## src/rtl/channel_minmax_scan.sv

```systemverilog
// Per-channel min/max scan over one RGB444 frame; publishes a coherent
// max/min/flat set on the final pixel for the contrast-stretch ALU.
module channel_minmax_scan #(
    parameter int unsigned NUM_PIXELS = 76800,
    parameter int unsigned CNT_W      = 17
) (
    input  logic             clk,
    input  logic             rst,
    input  logic             start,
    input  logic             abort,
    input  logic             pix_valid,
    input  logic [11:0]      pix_in,
    output logic             pix_ready,
    output logic [11:0]      max_out,
    output logic [11:0]      min_out,
    output logic [2:0]       flat,
    output logic             busy,
    output logic             done,
    output logic [CNT_W-1:0] pix_count
);

    localparam int unsigned NUM_CH = 3;
    localparam int unsigned CH_W   = 4;
    localparam logic [CNT_W-1:0] LAST_IDX = CNT_W'(NUM_PIXELS - 1);

    typedef enum logic [1:0] {
        IDLE,
        SCAN,
        DONE
    } state_t;

    state_t state, state_nxt;

    logic [11:0] run_max, run_min;
    logic [11:0] run_max_nxt, run_min_nxt;
    logic [2:0]  flat_nxt;
    logic        launch;
    logic        accept;
    logic        last;

    // abort blocks the handshake so a cancelled scan never touches results
    assign launch = (state == IDLE) && start && !abort;
    assign accept = (state == SCAN) && pix_valid && !abort;
    assign last   = accept && (pix_count == LAST_IDX);

    assign pix_ready = (state == SCAN);
    assign busy      = (state == SCAN);
    assign done      = (state == DONE);

    // Running extrema including the current pixel, plus flatness of that result
    always_comb begin
        run_max_nxt = run_max;
        run_min_nxt = run_min;
        flat_nxt    = 3'b000;
        for (int c = 0; c < NUM_CH; c++) begin
            if (pix_in[c*CH_W +: CH_W] > run_max[c*CH_W +: CH_W])
                run_max_nxt[c*CH_W +: CH_W] = pix_in[c*CH_W +: CH_W];
            if (pix_in[c*CH_W +: CH_W] < run_min[c*CH_W +: CH_W])
                run_min_nxt[c*CH_W +: CH_W] = pix_in[c*CH_W +: CH_W];
            flat_nxt[c] = (run_max_nxt[c*CH_W +: CH_W] == run_min_nxt[c*CH_W +: CH_W]);
        end
    end

    always_ff @(posedge clk) begin
        if (rst) state <= IDLE;
        else     state <= state_nxt;
    end

    always_comb begin
        state_nxt = state;
        case (state)
            IDLE: if (launch) state_nxt = SCAN;
            SCAN: begin
                if (abort)     state_nxt = IDLE;
                else if (last) state_nxt = DONE;
            end
            DONE:    state_nxt = IDLE;
            default: state_nxt = IDLE;
        endcase
    end

    // Running registers, pixel counter and published results
    always_ff @(posedge clk) begin
        if (rst) begin
            run_max   <= 12'h000;
            run_min   <= 12'hFFF;
            pix_count <= '0;
            max_out   <= 12'hFFF;
            min_out   <= 12'h000;
            flat      <= 3'b000;
        end else begin
            if (launch) begin
                run_max   <= 12'h000;
                run_min   <= 12'hFFF;
                pix_count <= '0;
            end
            if (accept) begin
                run_max   <= run_max_nxt;
                run_min   <= run_min_nxt;
                pix_count <= pix_count + CNT_W'(1);
            end
            if (last) begin
                max_out <= run_max_nxt;
                min_out <= run_min_nxt;
                flat    <= flat_nxt;
            end
        end
    end

endmodule

```

## config.mk

```make
export PLATFORM = sky130hd
export DESIGN_NAME = channel_minmax_scan
export DESIGN_NICKNAME = d
export VERILOG_FILES = /design/src/rtl/channel_minmax_scan.sv
export SDC_FILE = /design/constraint.sdc
export NUM_CORES = 1
export LEC_CHECK = 0
export CAP_MARGIN = 5
export CELL_PAD_IN_SITES_DETAIL_PLACEMENT = 1
export CELL_PAD_IN_SITES_GLOBAL_PLACEMENT = 2
export CORE_ASPECT_RATIO = 1.75
export CORE_UTILIZATION = 35
export CTS_CLUSTER_SIZE = 25
export DETAILED_ROUTE_END_ITERATION = 7
export PLACE_DENSITY = 0.9
export RECOVER_POWER = 100
export SKIP_LAST_GASP = 1
export SLEW_MARGIN = 5
export SYNTH_ARGS = -nofsm -noshare
export SYNTH_HDL_FRONTEND = slang
export SYNTH_SLANG_ARGS = --single-unit
```

## constraint.sdc

```tcl
create_clock -name clk -period 3.9 [get_ports clk]
set_input_delay 0.78 -clock clk [delete_from_list [all_inputs] [get_ports clk]]
set_output_delay 0.78 -clock clk [all_outputs]
set_load 0.05 [all_outputs]
```

Yosys cells after proc, flatten, opt, wreduce, memory -nomap -nowiden
Index checks and enable logic that the tools add are counted.
{"block": "op_classes", "n_addsub": 1, "n_lt_le_gt_ge": 6, "n_eq_ne": 8, "mux": 16, "n_reduce_logical": 9}
{"cell": "$mux W12", "n": 4}
{"cell": "$mux W17", "n": 2}
{"cell": "$mux W4", "n": 6}
{"cell": "$add A17 B1 Y17 const B", "n": 1}
{"cell": "$eq A17 B17 Y1 const B", "n": 1}
{"cell": "$eq A4 B4 Y1", "n": 3}
{"cell": "$gt A4 B4 Y1", "n": 3}
{"cell": "$lt A4 B4 Y1", "n": 3}
{"cell": "$mux W2", "n": 3}
{"cell": "$logic_and A1 B1 Y1", "n": 5}
{"cell": "$pmux W2 S2", "n": 1}
{"cell": "$ne A3 B2 Y1 const B", "n": 1}
{"cell": "$eq A2 B1 Y1 const B", "n": 1}
{"cell": "$eq A2 B2 Y1 const B", "n": 1}
{"cell": "$logic_not A2 Y1", "n": 1}
{"cell": "$ne A2 B2 Y1 const B", "n": 1}
{"cell": "$reduce_and A2 Y1", "n": 1}
{"cell": "$reduce_bool A2 Y1", "n": 1}
{"cell": "$logic_not A1 Y1", "n": 1}
{"block": "totals", "reg_bits": 70, "in_bits": 17}

Depth between registers and ports, before layout
Gate-level depths: netlist of the first run.
{"block": "logic_depth", "ltp_word": 7, "depth_mapped": 8, "depth_no_buf": 8}

Worst setup path before layout of the first run
Ideal clock, no wire load.
{"block": "synth_path", "path_kind": "in2reg", "startpoint": "input port pix_in[9]", "endpoint": "register flat[2]", "setup_ns": 0.096, "arrival_time_ns": 2.378, "path_slack_ns": 1.426, "cell_stages": 7, "path_buffers": 0, "cell_sequence": "ha_1 nor2b_1 o211ai_2 a21oi_4 mux2_2 xnor2_1 o41ai_2"}
{"block": "synth_between", "elab_chain_len": 3, "elab_cells_between_ends": 5, "classes_between": "order compare (2); eq/ne (1); mux (2)"}
{"element": "start, declared", "line_no": "12", "rtl": "input logic [11:0] pix_in,"}
{"element": "$gt A4 B4 Y1 / $lt A4 B4 Y1 (equally long branches)", "line_no": "56, 58"}
{"element": "$mux W4, on equally long branches", "line_no": "56, 58"}
{"element": "$eq A4 B4 Y1 (*)", "line_no": "60", "rtl": "flat_nxt[c] = (run_max_nxt[c*CH_W +: CH_W] == run_min_nxt[c*CH_W +: CH_W]);"}
{"element": "end signal, assigned", "line_no": "105", "rtl": "flat <= flat_nxt;"}
{"element": "end, declared", "line_no": "16", "rtl": "output logic [2:0] flat,"}
Every way passes the cells marked *; elsewhere a longest branch is shown, timed or not.
A chain may end at the register's enable or synchronous reset.

Final worst setup path of the first run
{"block": "layout_path", "startpoint": "input port abort", "endpoint": "register max_out[0]"}
{"block": "layout_between", "elab_chain_len": 3}
{"element": "start, declared", "line_no": "10", "rtl": "input logic abort,"}
{"element": "$logic_not A1 Y1", "line_no": "43", "rtl": "assign accept = (state == SCAN) && pix_valid && !abort;"}
{"element": "$logic_and A1 B1 Y1", "line_no": "43"}
{"element": "$logic_and A1 B1 Y1", "line_no": "44", "rtl": "assign last = accept && (pix_count == LAST_IDX);"}
{"element": "end signal, assigned", "line_no": "103", "rtl": "max_out <= run_max_nxt;"}
{"element": "end, declared", "line_no": "14", "rtl": "output logic [11:0] max_out,"}
Every way passes these cells.

==> impl_metrics.ini, run 1 <==
[status]
status = complete, no violations

[cells_and_area]
diodes = 0
regArea_sq_um = 1400
syn2layout_area_growth_pct = 25.8
multi_input_comb_area_sq_um = 2240
num-nets-final = 527
drive_above_1_share = 0.0796
fill_cells = 1264

[placed_design]
io_buffers = 63
place_ws_ns = 0.622
gp_congestion = 0.793
dp_hpwl_microns = 8490

[critical_path]
crit_slowest_cell = dlygate4sd3_1
critPathMaxFanout = 18
path_cells = dlygate4sd3_1, nand4bb_1, nor3_2, nand4_2, clkbuf_2, a211o_1
regToRegSetupSlack_ns = 1.33
setup.worst_path.start = abort
reg2reg_depth = 5
timing.rr.end = run_min[2]
crit_arrival_ns = 3.45
required_ns = 4.12
critPathCaptureType = register
cp-start-kind = primary input
path_class = primary input to register
timing.rr.start = state[1]
crit_path_max_incr_delay_ns = 0.59

[min_path]
hold_path_class = register to register
worstHoldEndpoint = max_out[11]
hold_depth = 1
holdCritStartpoint = max_out[11]

[power]
seq_power_share = 0.429
p_int_mw = 1.24
ir_drop_mv = 0.247
p_comb_frac = 0.108
p_total_mw = 1.68
switching_share = 0.262
clkPwrFrac = 0.463
power.switching_mw = 0.440
power_leakage_nw = 1.97
p_per_area_nw_per_um2 = 347

[grt]
grt_pass1_vias = 3703
grt_start_max_net_pins = 50
antenna_found_initial = 0
grtUsageTotal = 0.205
grt_pass1_wl_microns = 18000
grt_overflow = 0

[route]
first_iter_violations = 174
drc_errors = 0
drtAntennaViolNets = 0
drt_wl_total_microns = 11100
wire_per_inst_microns = 18.0
viasPerCell = 5.56
vias = 3449
dr.pass1.iters = 4

[run]
max_cap_violations = 0

[timing]
worst_pin_slew_ns = 0.930
fmax_mhz = 309
slew_headroom = 0.380
period_share = 0.830
finalSetupTns_ns = 0
setup_viol = 0
finalCriticalPeriod_ns = 3.24
final_max_slew_viol_count = 0
rsz0062_at_grt = false
fin_ws_ns = 0.664
skew_ns = 0.00874
hold_viol = 0

[clock_tree]
path_clk_slew_ns = 0.06
cts-buffers-inserted = 9
cts_buffer_depth = 2
cts_tree = built
cts_resized = 0
cts_setup_buffers = 0
ctsHoldBuffers = 0
h-tree-depth = 3
root_buffer = clkbuf_16
insertion_delay_ns = 0.33
clock-sinks = 70

[die]
core_sq_um = 10700
die_w_microns = 81.3
die_y_microns = 141
initial_core_util = 0.360
ios = 64
dieArea_sq_um = 11400
core.rowCount = 50

[synth]
synth-xor-area-share = 0.0273
synth_cell_types = 51
yosys_warnings = 0
synthCells = 424
synth_compound_area_frac = 0.216
synth_top_family_by_area = compound AO/OA/AOI/OAI gates
synthAdderAreaFrac = 0.0812
synth_edf_count = 0
synth_nets = 466
synth_seq_area_share = 0.364
syn-cell-area_sq_um = 3850
synthFlopType = dfxtp_1
yosys.area_share.simple = 0.200
synth_seq_cells = 70
avgSynthCellArea_sq_um = 9.08
synthArstFlopShare = 0
muxShareOfSynthArea = 0.0676
==> power by group through the flow <==
stage	clock network, mW	logic [mW]	registers [mW]
2_1_floorplan	0	0.123	0.738
3_3_place_gp	0	0.179	0.738
3_5_place_dp	0	0.186	0.738
4_1_cts	0.795	0.187	0.722
5_1_grt	0.819	0.198	0.722
6_report	0.779	0.181	0.722
==> worst max-delay path, delay by kind of cell <==
| family | cells | cell delay [ns] |
|---|---|---|
| and+or+nand+nor | 3 | 1.32 |
| buffers and inverters | 2 | 0.99 |
| AOI/OAI and AO/OA | 1 | 0.35 |
==> kinds of logic (layout without fill, tap and decap cells) <==
family                     Yosys count  after routing
and+or+nand+nor                    145            145
adders and majority gates           25             25
AOI/OAI and AO/OA                  104            104
buffers and inverters               43            109
DFF                                 70             70
xor gates and xnor gates            12             12
muxes                               25             25
==> flip-flops by register name, summed over array words and instances, names as in the netlist <==
| name | flops |
|---|---|
| run_min | 12 |
| flat | 3 |
| pix_count | 17 |
| max_out | 12 |
| run_max | 12 |
| min_out | 12 |
| state | 2 |
==> synthesized netlist by cell type (all sizes together), types with 5 or more instances <==
master  count  area, sq um
or3         6         37.5
a22oi      10         75.1
o21ai       8         40.0
nor2b      13         81.3
xnor2       5         43.8
buf         6         31.3
o211ai     15          118
a211oi     14          105
ha         25          313
a21oi      20          160
xor2        7         61.3
mux2i      17          170
nand2      27          101
nand3       5         25.0
a211o      18          158
nor2       51          191
dfxtp      70         1400
a32oi       8         70.1
mux2        8         90.1
or2         6         37.5
nand2b     11         68.8
inv        23         86.3
clkbuf     14         52.6
==> cell usage in the layout (no fill, tap or decap), drive strengths merged, types with 3 or more instances in the layout <==
master / Yosys / final
nand2: 27 / 27
o21ai: 8 / 8
or2: 6 / 6
o41ai: 3 / 3
dfxtp: 70 / 70
clkinv: 0 / 3
and4: 3 / 3
clkdlybuf4s50: 0 / 12
a32oi: 8 / 8
a211o: 18 / 18
o211ai: 15 / 15
mux2: 8 / 8
o21a: 3 / 3
buf: 6 / 4
or3: 6 / 6
ha: 25 / 25
nor2: 51 / 51
nand3b: 3 / 3
a211oi: 14 / 14
xnor2: 5 / 5
clkbuf: 14 / 14
nand2b: 11 / 11
nand4b: 4 / 4
nor2b: 13 / 13
nor3: 4 / 4
mux2i: 17 / 17
xor2: 7 / 7
and3: 3 / 3
a22oi: 10 / 10
dlygate4sd3: 0 / 50
nand3: 5 / 5
inv: 23 / 24
a21oi: 20 / 20
==> through the flow <==
| step | utilization | hold WS (ns) | cells | cell area, sq um |
|---|---|---|---|---|
| 2_1_floorplan | - | 0.473 | 424 | 3850 |
| 6_report | 0.453 | 0.461 | 620 | 4840 |
| 5_1_grt | 0.453 | 0.485 | 620 | 4840 |
| 3_5_place_dp | 0.431 | 0.454 | 604 | 4610 |
| 4_1_cts | 0.457 | 0.468 | 620 | 4890 |
| 3_3_place_gp | 0.431 | 0.443 | 604 | 4610 |
==> worst max path at each step <==
stage	to	slack (ns)
2_1_floorplan	flat[2]	1.43
3_3_place_gp	max_out[0]	0.72
3_5_place_dp	flat[0]	0.62
4_1_cts	flat[0]	0.97
5_1_grt	max_out[0]	0.43
6_report	max_out[0]	0.66
==> area by class of cell <==
cell class,instances,area share
inverter,23,0.0178
timing repair buffer,70,0.137
sequential,70,0.289
clock inverter,6,0.00956
tap,130,0.0336
clock buffer,10,0.0493
multi-input combinational,311,0.463
==> metal layers <==
layer / vias up / share of wire / track usage
met1: 1707 / 0.38 / 0.208
li1: 1649 / - / -
met4: 0 / 0.038 / 0.106
met3: 29 / 0.028 / 0.0337
met5: - / 0 / 0
met2: 64 / 0.55 / 0.384
Note: power is estimated with default switching activity, not from simulation.
==> run 2, diff against run 1 <==
--- a/config.mk
+++ b/config.mk
@@ -9,10 +9,10 @@
 export CELL_PAD_IN_SITES_DETAIL_PLACEMENT = 1
 export CELL_PAD_IN_SITES_GLOBAL_PLACEMENT = 2
 export CORE_ASPECT_RATIO = 1.75
-export CORE_UTILIZATION = 35
+export CORE_UTILIZATION = 29
 export CTS_CLUSTER_SIZE = 25
 export DETAILED_ROUTE_END_ITERATION = 7
-export PLACE_DENSITY = 0.9
+export PLACE_DENSITY = 0.8
 export RECOVER_POWER = 100
 export SKIP_LAST_GASP = 1
 export SLEW_MARGIN = 5
==> constraint.sdc (replaced) <==
create_clock -name clk -period 2.9 [get_ports clk]
set_input_delay 0.58 -clock clk [delete_from_list [all_inputs] [get_ports clk]]
set_output_delay 0.58 -clock clk [all_outputs]
set_load 0.05 [all_outputs]
==> impl_metrics.ini, run 2 (synthesis results as in run 1) <==
[timing]
skew_ns = 0.00688
finalSetupTns_ns = 0
worst_pin_slew_ns = 0.751
setup_viol = 0
fmax_mhz = 369
finalCriticalPeriod_ns = 2.71
slew_headroom = 0.499
hold_viol = 0
period_share = 0.935
rsz0062_at_grt = false
whs_ns = 0.460
final_max_slew_viol_count = 0

[status]
status = complete, no violations

[power]
p_per_area_nw_per_um2 = 475
ir_drop_mv = 0.305
p_total_mw = 2.45
seq_power_share = 0.396
power.switching_mw = 0.590
power_leakage_nw = 2.13
p_comb_frac = 0.114
clkPwrFrac = 0.490
switching_share = 0.240
p_int_mw = 1.86

[cells_and_area]
multi_input_comb_area_sq_um = 2250
syn2layout_area_growth_pct = 34.1
drive_above_1_share = 0.129
regMostFlops = pix_count
layout_common_cells = 70 x dfxtp_1, 51 x nor2_1, 50 x dlygate4sd3_1
fill_cells = 1552
final_common_cell = dfxtp_1
regArea_sq_um = 1400
largest_reg_flops = 17
diodes = 0
num-nets-final = 557

[placed_design]
io_buffers = 63
dp_hpwl_microns = 9110
gp_congestion = 0.835

[route]
wire_per_inst_microns = 17.0
viasPerCell = 5.06
drt_wl_total_microns = 11700
drtAntennaViolNets = 0
drc_errors = 0
dr.pass1.iters = 4
vias = 3495
first_iter_violations = 92

[clock_tree]
path_clk_slew_ns = 0.06
cts_resized = 0
cts_setup_buffers = 0
ctsHoldBuffers = 0
cts_buffer_depth = 2
cts_tree = built
h-tree-depth = 3
clock-sinks = 70
cts-buffers-inserted = 9
root_buffer = clkbuf_16
insertion_delay_ns = 0.34

[critical_path]
path_class = primary input to register
critPathCaptureType = register
required_ns = 3.13
crit_arrival_ns = 2.94
critPathMaxFanout = 3
cp-start-kind = primary input
path_delay_family = compound AO/OA/AOI/OAI gates
crit_slowest_cell = dlygate4sd3_1
path_cells = dlygate4sd3_1, ha_1, a211o_1, a21oi_1, mux2i_1, xnor2_1, o41ai_2
crit_path_max_incr_delay_ns = 0.58
path_buf_inv = 1

[die]
core_sq_um = 12900
dieArea_sq_um = 13800
core.rowCount = 55
ios = 64
die_w_microns = 89.1
die_y_microns = 154
initial_core_util = 0.298

[grt]
grt_start_max_net_pins = 27
grt_pass1_vias = 3729
grt_overflow = 0
grtUsageTotal = 0.181
antenna_found_initial = 0
grt_pass1_wl_microns = 18800

[run]
max_cap_violations = 0

[min_path]
hold_path_class = register to register
-- run 2: cell types whose count changed in the layout (fill, tap and decap cells not counted), moves of 2 or more --
cell	delta
bufinv_16	+2
clkbuf_4	+2
clkbuf_1	+2
o41ai_1	-2
a21oi_1	+2
clkinv_4	-2
a21oi_4	-2
o41ai_2	+2
buf_4	+27
-- run 2: layer usage --
metal	GRT usage	vias up	share of wire
met5	0	-	0
met4	0.0718	0	0.021
met3	0.0320	15	0.026
met2	0.348	46	0.56
met1	0.186	1717	0.39
li1	-	1717	-
-- run 2: layout make-up --
| type | instances | area share |
|---|---|---|
| Clock buffer | 10 | 0.0463 |
| Multi-Input combinational cell | 311 | 0.436 |
| Inverter | 23 | 0.0167 |
| Clock inverter | 6 | 0.0165 |
| Sequential cell | 70 | 0.271 |
| Timing Repair Buffer | 100 | 0.172 |
| Tap cell | 171 | 0.0414 |
-- run 2: worst register-to-register path, cell delays in order, from the launching register on --
cell,delay (ns)
dfxtp_1,0.35
inv_1,0.09
ha_1,0.30
a211o_1,0.27
a21oi_1,0.39
mux2i_1,0.36
clkbuf_4,0.21
a22oi_1,0.05
or2_1,0.22
-- run 2: path summary, 6_finish.rpt --
path                                  start           to  slack, ns  cells past startpoint
worst max register to register   run_min[9]   run_min[9]       0.55                      8
worst min register to register  min_out[11]  min_out[11]       0.46                      2
worst max-delay path              pix_in[5]      flat[1]       0.19                      7
worst min-delay path            min_out[11]  min_out[11]       0.46                      2
-- run 2: power by group through the flow --
stage / logic, mW / registers (mW) / clock network (mW)
6_report: 0.279 / 0.972 / 1.20
5_1_grt: 0.305 / 0.972 / 1.27
4_1_cts: 0.291 / 0.972 / 1.23
3_5_place_dp: 0.289 / 0.993 / 0
3_3_place_gp: 0.280 / 0.993 / 0
2_1_floorplan: 0.166 / 0.992 / 0
-- run 2: stage by stage --
step / area, sq um / setup slack (ns) / std cells / utilization
4_1_cts: 5210 / 0.355 / 691 / 0.403
6_report: 5160 / 0.188 / 691 / 0.399
3_5_place_dp: 4880 / 0.0146 / 675 / 0.377
3_3_place_gp: 4880 / 0.0778 / 675 / 0.377
5_1_grt: 5160 / 0.130 / 691 / 0.399
2_1_floorplan: 3850 / 0.626 / 424 / -
==> run 3, diff against run 2 <==
--- a/config.mk
+++ b/config.mk
@@ -5,7 +5,6 @@
 export SDC_FILE = /design/constraint.sdc
 export NUM_CORES = 1
 export LEC_CHECK = 0
-export CAP_MARGIN = 5
 export CELL_PAD_IN_SITES_DETAIL_PLACEMENT = 1
 export CELL_PAD_IN_SITES_GLOBAL_PLACEMENT = 2
 export CORE_ASPECT_RATIO = 1.75
@@ -14,6 +13,7 @@
 export DETAILED_ROUTE_END_ITERATION = 7
 export PLACE_DENSITY = 0.8
 export RECOVER_POWER = 100
+export SETUP_SLACK_MARGIN = 0.4
 export SKIP_LAST_GASP = 1
 export SLEW_MARGIN = 5
 export SYNTH_ARGS = -nofsm -noshare
==> impl_metrics.ini, run 3 (synthesis results as in run 1) <==
[status]
status = complete, no violations

[timing]
setup_viol = 0
fin_ws_ns = 0.327
slew_headroom = 0.507
hold_viol = 0
period_share = 0.887
fmax_mhz = 389
finalSetupTns_ns = 0
skew_ns = 0.00659
worst_pin_slew_ns = 0.739
final_max_slew_viol_count = 0
finalCriticalPeriod_ns = 2.57
rsz0062_at_grt = true

[clock_tree]
cts_buffer_depth = 2
h-tree-depth = 3
cts_tree = built
ctsHoldBuffers = 0
root_buffer = clkbuf_16
insertion_delay_ns = 0.34
clock-sinks = 70
path_clk_slew_ns = 0.06
cts-buffers-inserted = 9

[power]
ir_drop_mv = 0.307
p_per_area_nw_per_um2 = 468
power_leakage_nw = 2.21

[die]
initial_core_util = 0.298
core_sq_um = 12900
ios = 64
core.rowCount = 55
dieArea_sq_um = 13800
die_y_microns = 154
die_w_microns = 89.1

[route]
wl_met1_microns = 4570
dr.pass1.iters = 4
wl_met3_microns = 316
first_iter_violations = 97
wire_per_inst_microns = 17.1
viasPerCell = 5.13
drc_errors = 0
drt_wl_total_microns = 11900
drtAntennaViolNets = 0
top_layer = met4
vias = 3573
wl_met2_microns = 6660

[grt]
grt_pass1_wl_microns = 18900
grt_start_max_net_pins = 27
grt_pass1_vias = 3765
grtUsageTotal = 0.183
antenna_found_initial = 0
grt_overflow = 0

[cells_and_area]
largest_reg_flops = 17
fill_cells = 1550
drive_above_1_share = 0.152
regMostFlops = pix_count
final_common_cell = dfxtp_1
syn2layout_area_growth_pct = 37.1
num-nets-final = 563
diodes = 0
regArea_sq_um = 1400
multi_input_comb_area_sq_um = 2310
layout_common_cells = 70 x dfxtp_1, 51 x nor2_1, 48 x dlygate4sd3_1

[critical_path]
path_class = primary input to register
critPathCaptureType = register
crit_arrival_ns = 2.79
crit_path_max_incr_delay_ns = 0.42
path_delay_family = compound AO/OA/AOI/OAI gates
path_cells = dlygate4sd2_1, ha_1, nor2b_1, o211ai_1, a21oi_1, mux2_1, xnor2_1, o41ai_1
path_buf_inv = 1
cp-start-kind = primary input
regToRegSetupSlack_ns = 0.42
critPathMaxFanout = 4
required_ns = 3.12
setup.worst_path.start = pix_in[5]
crit_slowest_cell = mux2_1
timing.rr.start = run_max[5]

[placed_design]
gp_congestion = 0.835
place_ws_ns = 0.0146
io_buffers = 63
dp_hpwl_microns = 9110

[min_path]
holdCritStartpoint = min_out[11]
hold_path_class = register to register

[run]
max_cap_violations = 0
[run 3: area by class of cell]
type,instances,area share
Tap cell,171,0.0405
Inverter,23,0.0164
Sequential cell,70,0.265
Multi-Input combinational cell,311,0.438
Timing Repair Buffer,106,0.178
Clock inverter,6,0.0161
Clock buffer,10,0.0453
[run 3: report_power, final]
part,internal (mW),switching [mW],leakage (nW)
combinational,0.134,0.160,1.49
clock,0.773,0.432,0.154
sequential,0.967,0.00516,0.565
total,1.87,0.597,2.21
[run 3: stage by stage]
stage / hold WS [ns] / cells / util / power [mW] / cell area (sq um)
6_report: 0.461 / 697 / 0.408 / 2.47 / 5280
2_1_floorplan: 0.473 / 424 / - / 1.16 / 3850
3_5_place_dp: 0.454 / 675 / 0.377 / 1.28 / 4880
5_1_grt: 0.488 / 697 / 0.408 / 2.56 / 5280
4_1_cts: 0.466 / 694 / 0.406 / 2.50 / 5250
3_3_place_gp: 0.441 / 675 / 0.377 / 1.27 / 4880
[run 3: path summary, 6_finish.rpt]
| kind | end | cells past startpoint |
|---|---|---|
| min reg2reg | min_out[11] | 2 |
| min | min_out[11] | 2 |
| max | flat[1] | 8 |
| max reg2reg | flat[1] | 8 |
[run 3: timing repair]
action / in CTS / in global routing
gates resized for setup: 10 / 18
setup endpoints to repair: 6 / 20
hold endpoints to repair: 0 / 0
buffers inserted: 3 / 3
pin swaps: 6 / 10
[run 3: metal layers]
| metal | vias to the layer above | track usage |
|---|---|---|
| met5 | - | 0 |
| met4 | 0 | 0.0779 |
| met3 | 24 | 0.0326 |
| met2 | 59 | 0.348 |
| met1 | 1761 | 0.187 |
| li1 | 1729 | - |
[run 3: worst min-delay path, stage by stage, from the launching register on]
cell and delay, ns:
dfxtp_1 0.31, nand2_1 0.06, a21oi_1 0.05
==> edit: new RTL, settings of run 2 <==
Set the parameter `NUM_PIXELS` to 65536 (it was 76800).
--- a/src/rtl/channel_minmax_scan.sv
+++ b/src/rtl/channel_minmax_scan.sv
@@ -1,7 +1,7 @@
 // Per-channel min/max scan over one RGB444 frame; publishes a coherent
 // max/min/flat set on the final pixel for the contrast-stretch ALU.
 module channel_minmax_scan #(
-    parameter int unsigned NUM_PIXELS = 76800,
+    parameter int unsigned NUM_PIXELS = 65536,
     parameter int unsigned CNT_W      = 17
 ) (
     input  logic             clk,
Function: no difference found for any inputs over 10 cycles, from zero or initial values and one cycle with rst high; that may be too few to reach the edited logic, so the function may still have changed.
==> edit against run 2 <==
Hold slack got worse by 0.0065 ns. Sequential cell count did not move. Area after synthesis fell by 1.4%. Worst setup slack improved by 0.018 ns. Power fell by 3.6%. Wire length fell by 0.52%. Final area fell by 2.5%. Count of clock-buffer cells in the layout rose by 2. Largest cell class unchanged.
==> edit: results (changes against run 2) <==
- Status: finished clean
- Multiplexer share of the synthesized area: 5.93% (-0.83 points)
- Setup Skew: 0.00479 ns (-0.00209 ns)
- H-tree depth: 3 (unchanged)
- Setup slack at placement: -0.0736 ns (-0.0882 ns)
- Gr usage total: 18.6% (+0.42 points)
- P_leak: 2.09 nW (-1.8%)
- Post_cts resized: 0 (unchanged)
- Crit-path max FO: 3 (unchanged)
- RD Place Congestion: 0.859 (+2.9%)
- Drt pass-1 iters: 6 (+2)
- Inserted Diodes: 0 (unchanged)
- HPWL after DPL: 9.09 mm (-0.14%)
- Final nets: 558 (+0.18%)
- Fin Setup TNS: 0 ns (unchanged)
- First-pass GRT wire length: 19.3 mm (+2.9%)
- Post-synth top cells: 70 x dfxtp_1, 56 x nor2_1, 28 x nand2_1
- Vias per inst: 5.12 (+1.2%)
- Sequential-to-total area share from yosys stat: 36.9% (+0.52 points)
- Post-Synth XOR/XNOR Area: 2.77% (+0.039 points)
- Highest-delay cell along the critical path: clkdlybuf4s50_1
- Clock Root Buffer: clkbuf_16
- Layout fillers: 1553 (+0.064%)
- Compound-gate portion of the synthesized area: 21.4% (-0.19 points)
- Vias in the first global route: 3881 (+4.1%)
- Max VDD drop: 0.241 mV (-21%)
- Top reg by flops: pix_count
- Adder-Cell Fraction of Synth Area: 8.57% (+0.44 points)
- Area contributors post-synth: dfxtp_1 37%, ha_1 8.6%, nor2_1 5.5%, mux2i_1 4.7%, a211o_1 3.7%
- CP max stage delay: 0.47 ns (-0.11 ns)
- Synth Warn #: 0 (unchanged)
- Layout cells sized above 1: 10.6% (-2.3 points)
- Arrival @ worst endpoint: 2.92 ns (-0.02 ns)
- CTS clk-pin slew, worst paths: around 0.050 ns
- Syn Nets: 474 (+1.7%)
- Clock tree buffer depth: 2 (unchanged)
- Slew Limit Headroom: 53.6% (+3.7 points)
- DR iter-0 viols: 107 (+16%)
- Clk_lat worst skew: 0.33 ns
- Largest net degree at the start of global routing: 34 (+26%)
- HP Class: register to register
- IO buf count: 63 (unchanged)
- Grt ovf: 0 (unchanged)
- Cts bufs inserted: 9 (unchanged)
- Initial antenna violation count: 0 (unchanged)
- Routed len/inst: 16.9 µm (-0.38%)
- Cell variety after synth: 46 (-9.8%)
-- edit: cell count changes in the layout (fill, tap and decap cells not counted), sizes merged, moves of 5 or more --
| cell | delta |
|---|---|
| buf | -7 |
| nor2b | -6 |
| nand4 | +5 |
| nor2 | +5 |
-- edit: metal layers --
| metal | track usage [%] | wire, µm |
|---|---|---|
| met3 | 3.24 | 234 |
| met2 | 36.1 | 6760 |
| met1 | 18.9 | 4500 |
| met4 | 6.53 | 190 |
| met5 | 0 | 0 |
-- edit: layout make-up --
type	count	share of cell area (%)
multi-input cells	318	43.4
flip-flops and latches	70	27.8
repair buffers	94	16.7
clock buffers	12	5.29
well taps	171	4.25
inverters	22	1.64
clock inverters	3	0.845
-- edit: worst paths after layout --
kind / start / endpoint / slack, ns / cells after the start
worst min register to register: min_out[3] / min_out[3] / 0.45 / 2
worst max register to register: pix_count[0] / min_out[11] / 0.35 / 9
worst max-delay path: pix_in[1] / flat[0] / 0.21 / 7
worst min-delay path: min_out[3] / min_out[3] / 0.45 / 2
-- edit: where the power goes --
| part | internal, W | switching (W) |
|---|---|---|
| sequential | 0.000967 | 0.00000441 |
| clock | 0.000729 | 0.000398 |
| combinational | 0.000113 | 0.000154 |
| total | 0.00181 | 0.000556 |
-- edit: cells by family after synthesis --
family	Yosys count
adder cells (fa/ha/maj)	26
AO/OA/AOI/OAI	106
XOR/XNOR	12
AND/OR/NAND/NOR	152
multiplexers	22
buffers and inverters	43
flip-flops	70
-- edit: stage by stage --
step | instances | total power, W | area, µm²
after floorplan | 431 | 0.00115 | 3800
after global placement | 675 | 0.00126 | 4790
after detailed placement | 675 | 0.00127 | 4790
after CTS | 690 | 0.00241 | 5090
after global routing | 690 | 0.00247 | 5030
final | 690 | 0.00237 | 5030
